## config.mk

```make
export PLATFORM = sky130hd
export DESIGN_NAME = struct_hazard_mem_arbiter_flat
export DESIGN_NICKNAME = d
export VERILOG_FILES = /design/src/rtl/struct_hazard_mem_arbiter_if.sv /design/src/rtl/struct_hazard_mem_arbiter.sv /design/src/flat_wrapper.sv
export SDC_FILE = /design/constraint.sdc
export NUM_CORES = 1
export LEC_CHECK = 0
export BUFFER_PORTS_ARGS = -buffer_cell sky130_fd_sc_hd__buf_4
export CORE_ASPECT_RATIO = 1.1
export CORE_MARGIN = 1
export CORE_UTILIZATION = 30
export DETAILED_ROUTE_END_ITERATION = 10
export PLACE_DENSITY = 0.5
export SLEW_MARGIN = 20
export SYNTH_ARGS = -nofsm -noshare
export SYNTH_HDL_FRONTEND = slang
export SYNTH_SLANG_ARGS = --single-unit
```

## constraint.sdc

```tcl
create_clock -name clk -period 1.5 [get_ports clk]
set_clock_uncertainty 0.1 [all_clocks]
set_input_delay 0.15 -clock clk [delete_from_list [all_inputs] [get_ports clk]]
set_output_delay 0.15 -clock clk [all_outputs]
set_load 0.02 [all_outputs]
```

## src/rtl/struct_hazard_mem_arbiter_if.sv

```systemverilog
// Request/grant bundle between the IF/MEM pipeline stages and the unified-memory arbiter.
// master = pipeline side (drives requests), slave = arbiter side (drives grants and port control).
interface struct_hazard_mem_arbiter_if;
  logic IF_MemReq;
  logic MEM_MemReq;
  logic MEM_IsWrite;
  logic mem_start;
  logic mem_sel;
  logic mem_we;
  logic IF_Grant;
  logic MEM_Grant;
  logic IF_Done;
  logic MEM_Done;
  logic STALL_IF;
  logic STALL_MEM;
  logic busy;

  modport master (
    output IF_MemReq, MEM_MemReq, MEM_IsWrite,
    input  mem_start, mem_sel, mem_we, IF_Grant, MEM_Grant,
    input  IF_Done, MEM_Done, STALL_IF, STALL_MEM, busy
  );

  modport slave (
    input  IF_MemReq, MEM_MemReq, MEM_IsWrite,
    output mem_start, mem_sel, mem_we, IF_Grant, MEM_Grant,
    output IF_Done, MEM_Done, STALL_IF, STALL_MEM, busy
  );
endinterface

```

## src/rtl/struct_hazard_mem_arbiter.sv

```systemverilog
// Single-port unified memory arbiter: serialises IF and MEM accesses with MEM priority,
// an IF anti-starvation guard and zero-bubble back-to-back grants.
module struct_hazard_mem_arbiter #(
  parameter int MEM_LAT    = 2,
  parameter int STARVE_MAX = 3
) (
  input  logic clk,
  input  logic rst,
  struct_hazard_mem_arbiter_if.slave bus
);
  localparam int LAT_W = $clog2(MEM_LAT + 1);
  localparam int ST_W  = $clog2(STARVE_MAX + 1);
  localparam logic [LAT_W-1:0] LAT_LAST  = LAT_W'(MEM_LAT - 1);
  localparam logic [ST_W-1:0]  ST_MAX    = ST_W'(STARVE_MAX);
  localparam logic             ONE_CYCLE = (MEM_LAT == 1);

  typedef enum logic [1:0] {IDLE, BUSY_IF, BUSY_MEM} state_t;

  state_t           state;
  logic [LAT_W-1:0] lat_cnt;
  logic [ST_W-1:0]  starve_cnt;
  logic             start_q, sel_q, we_q, if_gnt_q, mem_gnt_q, if_done_q, mem_done_q, busy_q;

  logic             arb_en, eff_if, eff_mem, pick_mem, pick_if, last_nxt;
  logic [LAT_W-1:0] lat_nxt;

  function automatic logic [ST_W-1:0] sat_inc(input logic [ST_W-1:0] v);
    return (v == ST_MAX) ? v : v + 1'b1;
  endfunction

  // The requester finishing this cycle is masked so the other side gets the next slot.
  assign arb_en   = (state == IDLE) | if_done_q | mem_done_q;
  assign eff_if   = bus.IF_MemReq  & ~if_done_q;
  assign eff_mem  = bus.MEM_MemReq & ~mem_done_q;
  assign pick_mem = eff_mem & (~eff_if | (starve_cnt < ST_MAX));
  assign pick_if  = eff_if & ~pick_mem;
  assign lat_nxt  = lat_cnt + 1'b1;
  assign last_nxt = (lat_nxt == LAT_LAST);

  always_ff @(posedge clk or posedge rst) begin
    if (rst) begin
      state      <= IDLE;
      lat_cnt    <= '0;
      starve_cnt <= '0;
      start_q    <= 1'b0;
      sel_q      <= 1'b0;
      we_q       <= 1'b0;
      if_gnt_q   <= 1'b0;
      mem_gnt_q  <= 1'b0;
      if_done_q  <= 1'b0;
      mem_done_q <= 1'b0;
      busy_q     <= 1'b0;
    end else if (arb_en) begin
      lat_cnt    <= '0;
      start_q    <= pick_mem | pick_if;
      busy_q     <= pick_mem | pick_if;
      if_gnt_q   <= pick_if;
      mem_gnt_q  <= pick_mem;
      sel_q      <= pick_mem;
      we_q       <= pick_mem & bus.MEM_IsWrite;
      if_done_q  <= pick_if  & ONE_CYCLE;
      mem_done_q <= pick_mem & ONE_CYCLE;
      if (pick_mem)     state <= BUSY_MEM;
      else if (pick_if) state <= BUSY_IF;
      else              state <= IDLE;
      if (pick_if)                starve_cnt <= '0;
      else if (pick_mem & eff_if) starve_cnt <= sat_inc(starve_cnt);
    end else begin
      start_q    <= 1'b0;
      lat_cnt    <= lat_nxt;
      if_done_q  <= if_gnt_q  & last_nxt;
      mem_done_q <= mem_gnt_q & last_nxt;
    end
  end

  assign bus.mem_start = start_q;
  assign bus.mem_sel   = sel_q;
  assign bus.mem_we    = we_q;
  assign bus.IF_Grant  = if_gnt_q;
  assign bus.MEM_Grant = mem_gnt_q;
  assign bus.IF_Done   = if_done_q;
  assign bus.MEM_Done  = mem_done_q;
  assign bus.busy      = busy_q;
  assign bus.STALL_IF  = bus.IF_MemReq  & ~if_done_q;
  assign bus.STALL_MEM = bus.MEM_MemReq & ~mem_done_q;
endmodule

```

## src/flat_wrapper.sv

```systemverilog
// flat-port wrapper written by rule: the top's interface ports become plain ports
module struct_hazard_mem_arbiter_flat 
#(
  parameter int MEM_LAT    = 2,
  parameter int STARVE_MAX = 3
)
  (clk, rst, bus_IF_MemReq, bus_MEM_MemReq, bus_MEM_IsWrite, bus_mem_start, bus_mem_sel, bus_mem_we, bus_IF_Grant, bus_MEM_Grant, bus_IF_Done, bus_MEM_Done, bus_STALL_IF, bus_STALL_MEM, bus_busy);
  struct_hazard_mem_arbiter_if bus_i ();
  input  logic clk;
  input  logic rst;
  input wire logic [$bits(bus_i.IF_MemReq)-1:0] bus_IF_MemReq;
  input wire logic [$bits(bus_i.MEM_MemReq)-1:0] bus_MEM_MemReq;
  input wire logic [$bits(bus_i.MEM_IsWrite)-1:0] bus_MEM_IsWrite;
  output wire logic [$bits(bus_i.mem_start)-1:0] bus_mem_start;
  output wire logic [$bits(bus_i.mem_sel)-1:0] bus_mem_sel;
  output wire logic [$bits(bus_i.mem_we)-1:0] bus_mem_we;
  output wire logic [$bits(bus_i.IF_Grant)-1:0] bus_IF_Grant;
  output wire logic [$bits(bus_i.MEM_Grant)-1:0] bus_MEM_Grant;
  output wire logic [$bits(bus_i.IF_Done)-1:0] bus_IF_Done;
  output wire logic [$bits(bus_i.MEM_Done)-1:0] bus_MEM_Done;
  output wire logic [$bits(bus_i.STALL_IF)-1:0] bus_STALL_IF;
  output wire logic [$bits(bus_i.STALL_MEM)-1:0] bus_STALL_MEM;
  output wire logic [$bits(bus_i.busy)-1:0] bus_busy;
  assign bus_i.IF_MemReq = bus_IF_MemReq;
  assign bus_i.MEM_MemReq = bus_MEM_MemReq;
  assign bus_i.MEM_IsWrite = bus_MEM_IsWrite;
  assign bus_mem_start = bus_i.mem_start;
  assign bus_mem_sel = bus_i.mem_sel;
  assign bus_mem_we = bus_i.mem_we;
  assign bus_IF_Grant = bus_i.IF_Grant;
  assign bus_MEM_Grant = bus_i.MEM_Grant;
  assign bus_IF_Done = bus_i.IF_Done;
  assign bus_MEM_Done = bus_i.MEM_Done;
  assign bus_STALL_IF = bus_i.STALL_IF;
  assign bus_STALL_MEM = bus_i.STALL_MEM;
  assign bus_busy = bus_i.busy;
  struct_hazard_mem_arbiter #(.MEM_LAT(MEM_LAT), .STARVE_MAX(STARVE_MAX)) u_core (.clk(clk), .rst(rst), .bus(bus_i));
endmodule
```

-- Word-level counts from Yosys, hierarchy flattened
Cells that the tools add are included.
- register bits after elaboration: 13
- bits in latches: 0
- memory bits (writable): 0
- memory bits (read-only): 0
- input port bits: 5
- output and inout bits: 10
- logic and storage cells: 44
- memories kept: 0
- add/subtract/negate cells: 2
- multiply operators: 0
- div/mod/pow operators: 0
- magnitude comparators: 1
- eq/ne operators: 3
- shift-type cells: 0
- mux-type cells: 9
- bitwise gates (word level): 16
- reductions and logical operators: 3
- operators with widths (cell ; number):
    $mux 2 ; 5
    $and 1x1->1 ; 8
    $add 2x1->2 const B ; 2
    $mux 1 ; 4
    $not 1->1 ; 4
    $or 1x1->1 ; 4
    $reduce_and 3->1 ; 1
    $eq 2x1->1 const B ; 1
    $eq 2x2->1 const B ; 1
    $logic_not 2->1 ; 1
    $lt 2x2->1 const B ; 1
    $ne 2x1->1 const B ; 1
    $reduce_bool 2->1 ; 1

-- Depth between registers and ports, before layout
- word-level depth: 9
- mapped depth: 4

-- Worst setup path before layout
Ideal clock, no wire load.
- path type: register to register
- start point: reg u_core.if_done_q, in the netlist u_core.bus.IF_Done
- end point: reg u_core.starve_cnt[1]
- arrival: 1.212 ns
- required time: 1.272 ns
- path slack: 0.060 ns
- cell stages (with the launch flop): 4
- clock period less this slack: 1.440 ns
- cells stage by stage: dfrtp_1 nor2b_2 o21ai_2 mux2_1
- cells in the longest elaborated chain, start to end: 9
- elaborated cells on any way between the ends: 14
- ends and longest elaborated chain (element ; line ; text):
    start, declared ; struct_hazard_mem_arbiter.sv:22 ; logic start_q, sel_q, we_q, if_gnt_q, mem_gnt_q, if_done_q, mem_done_q, busy_q;
    start signal, assigned ; struct_hazard_mem_arbiter.sv:61 ; if_done_q <= pick_if & ONE_CYCLE;
    start signal, assigned ; struct_hazard_mem_arbiter.sv:71 ; if_done_q <= if_gnt_q & last_nxt;
    $not 1->1 * ; -- ;
    $and 1x1->1 * ; -- ;
    via bus_STALL_IF ; flat_wrapper.sv:21 ; output wire logic [$bits(bus_i.STALL_IF)-1:0] bus_STALL_IF;
    $not 1->1 ; struct_hazard_mem_arbiter.sv:35 ; assign pick_mem = eff_mem & (~eff_if | (starve_cnt < ST_MAX));
    $or 1x1->1 ; struct_hazard_mem_arbiter.sv:35 ;
    $and 1x1->1 ; struct_hazard_mem_arbiter.sv:35 ;
    $not 1->1 ; struct_hazard_mem_arbiter.sv:36 ; assign pick_if = eff_if & ~pick_mem;
    $and 1x1->1 ; struct_hazard_mem_arbiter.sv:36 ;
    $ne 2x1->1 (no line) or $reduce_bool 2->1 (tied branches) ; -- ;
    $reduce_and 3->1 (no line) ; -- ;
    end signal, assigned ; struct_hazard_mem_arbiter.sv:67 ; else if (pick_mem & eff_if) starve_cnt <= sat_inc(starve_cnt);
    end, declared ; struct_hazard_mem_arbiter.sv:21 ; logic [ST_W-1:0] starve_cnt;
The timed path passes the listed nets; every way through them passes the cells marked *.
A chain may end at the register's enable or synchronous reset.

-- Worst setup path after layout
- start point: reg u_core.mem_done_q, in the netlist u_core.bus.MEM_Done
- end point: out bus_STALL_MEM
- cells in the longest elaborated chain, start to end: 2
- ends and longest elaborated chain (element ; line ; text):
    start, declared ; struct_hazard_mem_arbiter.sv:22 ;
    start signal, assigned ; struct_hazard_mem_arbiter.sv:62 ; mem_done_q <= pick_mem & ONE_CYCLE;
    start signal, assigned ; struct_hazard_mem_arbiter.sv:72 ; mem_done_q <= mem_gnt_q & last_nxt;
    $not 1->1 ; struct_hazard_mem_arbiter.sv:85 ; assign bus.STALL_MEM = bus.MEM_MemReq & ~mem_done_q;
    $and 1x1->1 ; struct_hazard_mem_arbiter.sv:85 ;
    end, declared ; flat_wrapper.sv:22 ; output wire logic [$bits(bus_i.STALL_MEM)-1:0] bus_STALL_MEM;
No other way between the ends.

==> results.toml <==
[timing]
timing.slew.headroom_pct = 71.9
slew_viol_final = 0
finalSetupViolations = 0
fin_crit_sh_pct = 95.2
hold_violations = 0
max_freq_mhz = 700
layout_setup_ws_ps = 71.9
worst_slew_pin_slew_ps = 421
rsz0062_at_grt = "false"
tns_ps = 0
min_period_ps = 1430

[placed_design]
pre_cts_ws_ps = 136
finalWeightedCongestion = 0.665
port_buffers = 14
hpwlAfterDp_um = 744

[routing]
wl_um = 970
avgRoutedWirePerCell_um = 12.0
vias_per_cell = 4.81
drt_iter0_drc = 4
ant_nets = 0
vias = 390
drtPass1Iterations = 4
drc_errors = 0

[floorplan]
pin_count = 15
fp-row-count = 15
core_area_um2 = 1580
die_h_um = 45.3
start_util_pct = 32.5
die_area_um2 = 1880
die_width_um = 41.4

[synthesis]
synth_top_cell_by_area = "dfrtp_1"
syn_nets = 53
yosys.area.top_type_share_pct = 53.8
synthTopCellsByArea = "dfrtp_1, ha_1, inv_1"
ys_ff_latch = 11
synthTopCellsByCount = "dfrtp_1, inv_1, nor2_1"
synth-async-reset-ratio_pct = 100
yosysSeqAreaShare_pct = 53.8
avgSynthCellArea_um2 = 11.1
synth_edf_count = 0
ys.flop_type = "dfrtp_1"
syn_area_um2 = 512
syn_inst = 46
yosys_warnings = 0
synth_most_common_cell = "dfrtp_1"
ys_types = 22

[global_routing]
grtUsageTotal_pct = 12.4
grt_antenna_before_repair = 0
grt_start_max_net_pins = 12
overflow = 0
grt_pass1_vias = 342
grt_pass1_wl_mm = 1.51

[run]
drv_cap = 0

[setup_path]
worstPathArrival_ps = 1180
path_class = "reg -> out"
critical_path.max_fanout = 5
cp-start-kind = "flip-flop"
cp.required_ps = 1250
cp-end-kind = "output pin"

[power_and_ir_drop]
total_power_mw = 1.43
seqPwrFrac_pct = 37.7
intPower_mw = 0.852
ir_worst_vdd_uv = 761
p_per_area_nw_per_um2 = 2150
p_comb_share_pct = 48.1
switching_share_pct = 40.5
p_leak_nw = 0.345
clock_power_share_pct = 14.3
total_switching_power_mw = 0.581

[clocking]
clockBufferDepth = 2
root_buffer = "clkbuf_4"
clock_latency_ps = 270
path_clk_slew_ps = 70
clkSinkCount = 11
tritoncts = "done"
numCtsBuffers = 3
htreeDepth = 1

[layout]
areaGrowthSynthToFinish_pct = 30.6
nets = 72
drive_gt1_share_pct = 40.6
antenna_cells = 0
postLayoutCoreUtil_pct = 42.4
nFillCells = 167

[hold_path]
min_path_type = "in -> reg"

[run_status]
status = "completed"
critical path: stages, from the launching register on:
cell,delay [ps]
dfrtp_2,440
nand2b_2,240
inv_1,90
buf_4,140
power by group through the flow:
| stage | sequential (mW) | clock (mW) | combinational (mW) |
|---|---|---|---|
| 3_5_place_dp | 0.543 | 0 | 0.695 |
| 5_1_grt | 0.560 | 0.221 | 0.770 |
| 2_1_floorplan | 0.621 | 0 | 0.378 |
| 4_1_cts | 0.538 | 0.207 | 0.700 |
| 6_report | 0.540 | 0.205 | 0.689 |
| 3_3_place_gp | 0.543 | 0 | 0.700 |
final cells by class:
type / count / area (um2) / share of cell area (%)
clock buffer: 4 / 26.3 / 3.93
inverter: 5 / 18.8 / 2.81
timing repair buffer: 15 / 115 / 17.2
multi-input combinational: 29 / 210 / 31.5
sequential: 11 / 277 / 41.4
tap: 17 / 21.3 / 3.18
flip-flops by register name, indices dropped and copies added (netlist names):
register	cells
u_core.lat_cnt	2
u_core.bus.mem_we	1
u_core.state	1
u_core.bus.MEM_Done	1
u_core.bus.IF_Done	1
u_core.starve_cnt	2
u_core.bus.mem_sel	1
u_core.bus.busy	1
u_core.bus.mem_start	1
cells in the final DEF, fill, tap and decap left out, types with 3 or more instances in the layout:
| cell | instances |
|---|---|
| inv_1 | 5 |
| buf_4 | 14 |
| nand2_1 | 3 |
| nor2_1 | 4 |
| clkbuf_4 | 3 |
| dfrtp_1 | 10 |
cells by family (layout without fill, tap and decap cells):
| family | after synthesis | after routing | synth area share (%) |
|---|---|---|---|
| AOI/OAI and AO/OA | 7 | 7 | 10.3 |
| adders and majority gates | 2 | 2 | 4.89 |
| buffers and inverters | 6 | 24 | 5.14 |
| DFF | 11 | 11 | 53.8 |
| muxes | 2 | 2 | 4.40 |
| and+or+nand+nor | 18 | 18 | 21.5 |
path summary, 6_finish.rpt:
kind / from / endpoint / slack [ps] / cells after the start
hold / removal: bus_MEM_IsWrite / u_core.bus.mem_we$_DFFE_PP0P_ / 10 / 2
hold reg to reg: u_core.lat_cnt[0]$_DFF_PP0_ / u_core.lat_cnt[0]$_DFF_PP0_ / 320 / 1
max in group asynchronous: rst / u_core.bus.MEM_Done$_DFF_PP0_ / 660 / 3
setup reg to reg: u_core.bus.mem_sel$_DFFE_PP0P_ / u_core.starve_cnt[0]$_DFFE_PP0P_ / 130 / 3
min in group asynchronous: rst / u_core.starve_cnt[1]$_DFFE_PP0P_ / 320 / 3
setup / recovery: u_core.bus.MEM_Done$_DFF_PP0_ / bus_STALL_MEM / 70 / 3
layer usage:
metal	routed length [um]	vias up	GRT usage, %	share of wire (%)
li1	-	192	-	-
met1	472	179	17.6	49
met2	408	15	17.2	42
met3	73	4	3.45	7.5
met4	16	0	5.81	1.6
met5	0	-	0	0
what timing repair did:
item,4_1_cts,5_1_grt
hold buffers,1,0
resized for setup,0,1
hold endpoints to repair,11,0
endpoints found under the setup margin,0,1
buffers inserted,0,0
stage by stage:
step | hold WS (ps) | std cells | instance area (um2)
5_1_grt | 19.2 | 81 | 668
6_report | 12.6 | 81 | 668
2_1_floorplan | -97.6 | 46 | 512
3_5_place_dp | 93.2 | 76 | 631
3_3_place_gp | 82.8 | 76 | 631
4_1_cts | 11.6 | 81 | 667
Note: power is estimated with default switching activity, not from simulation.
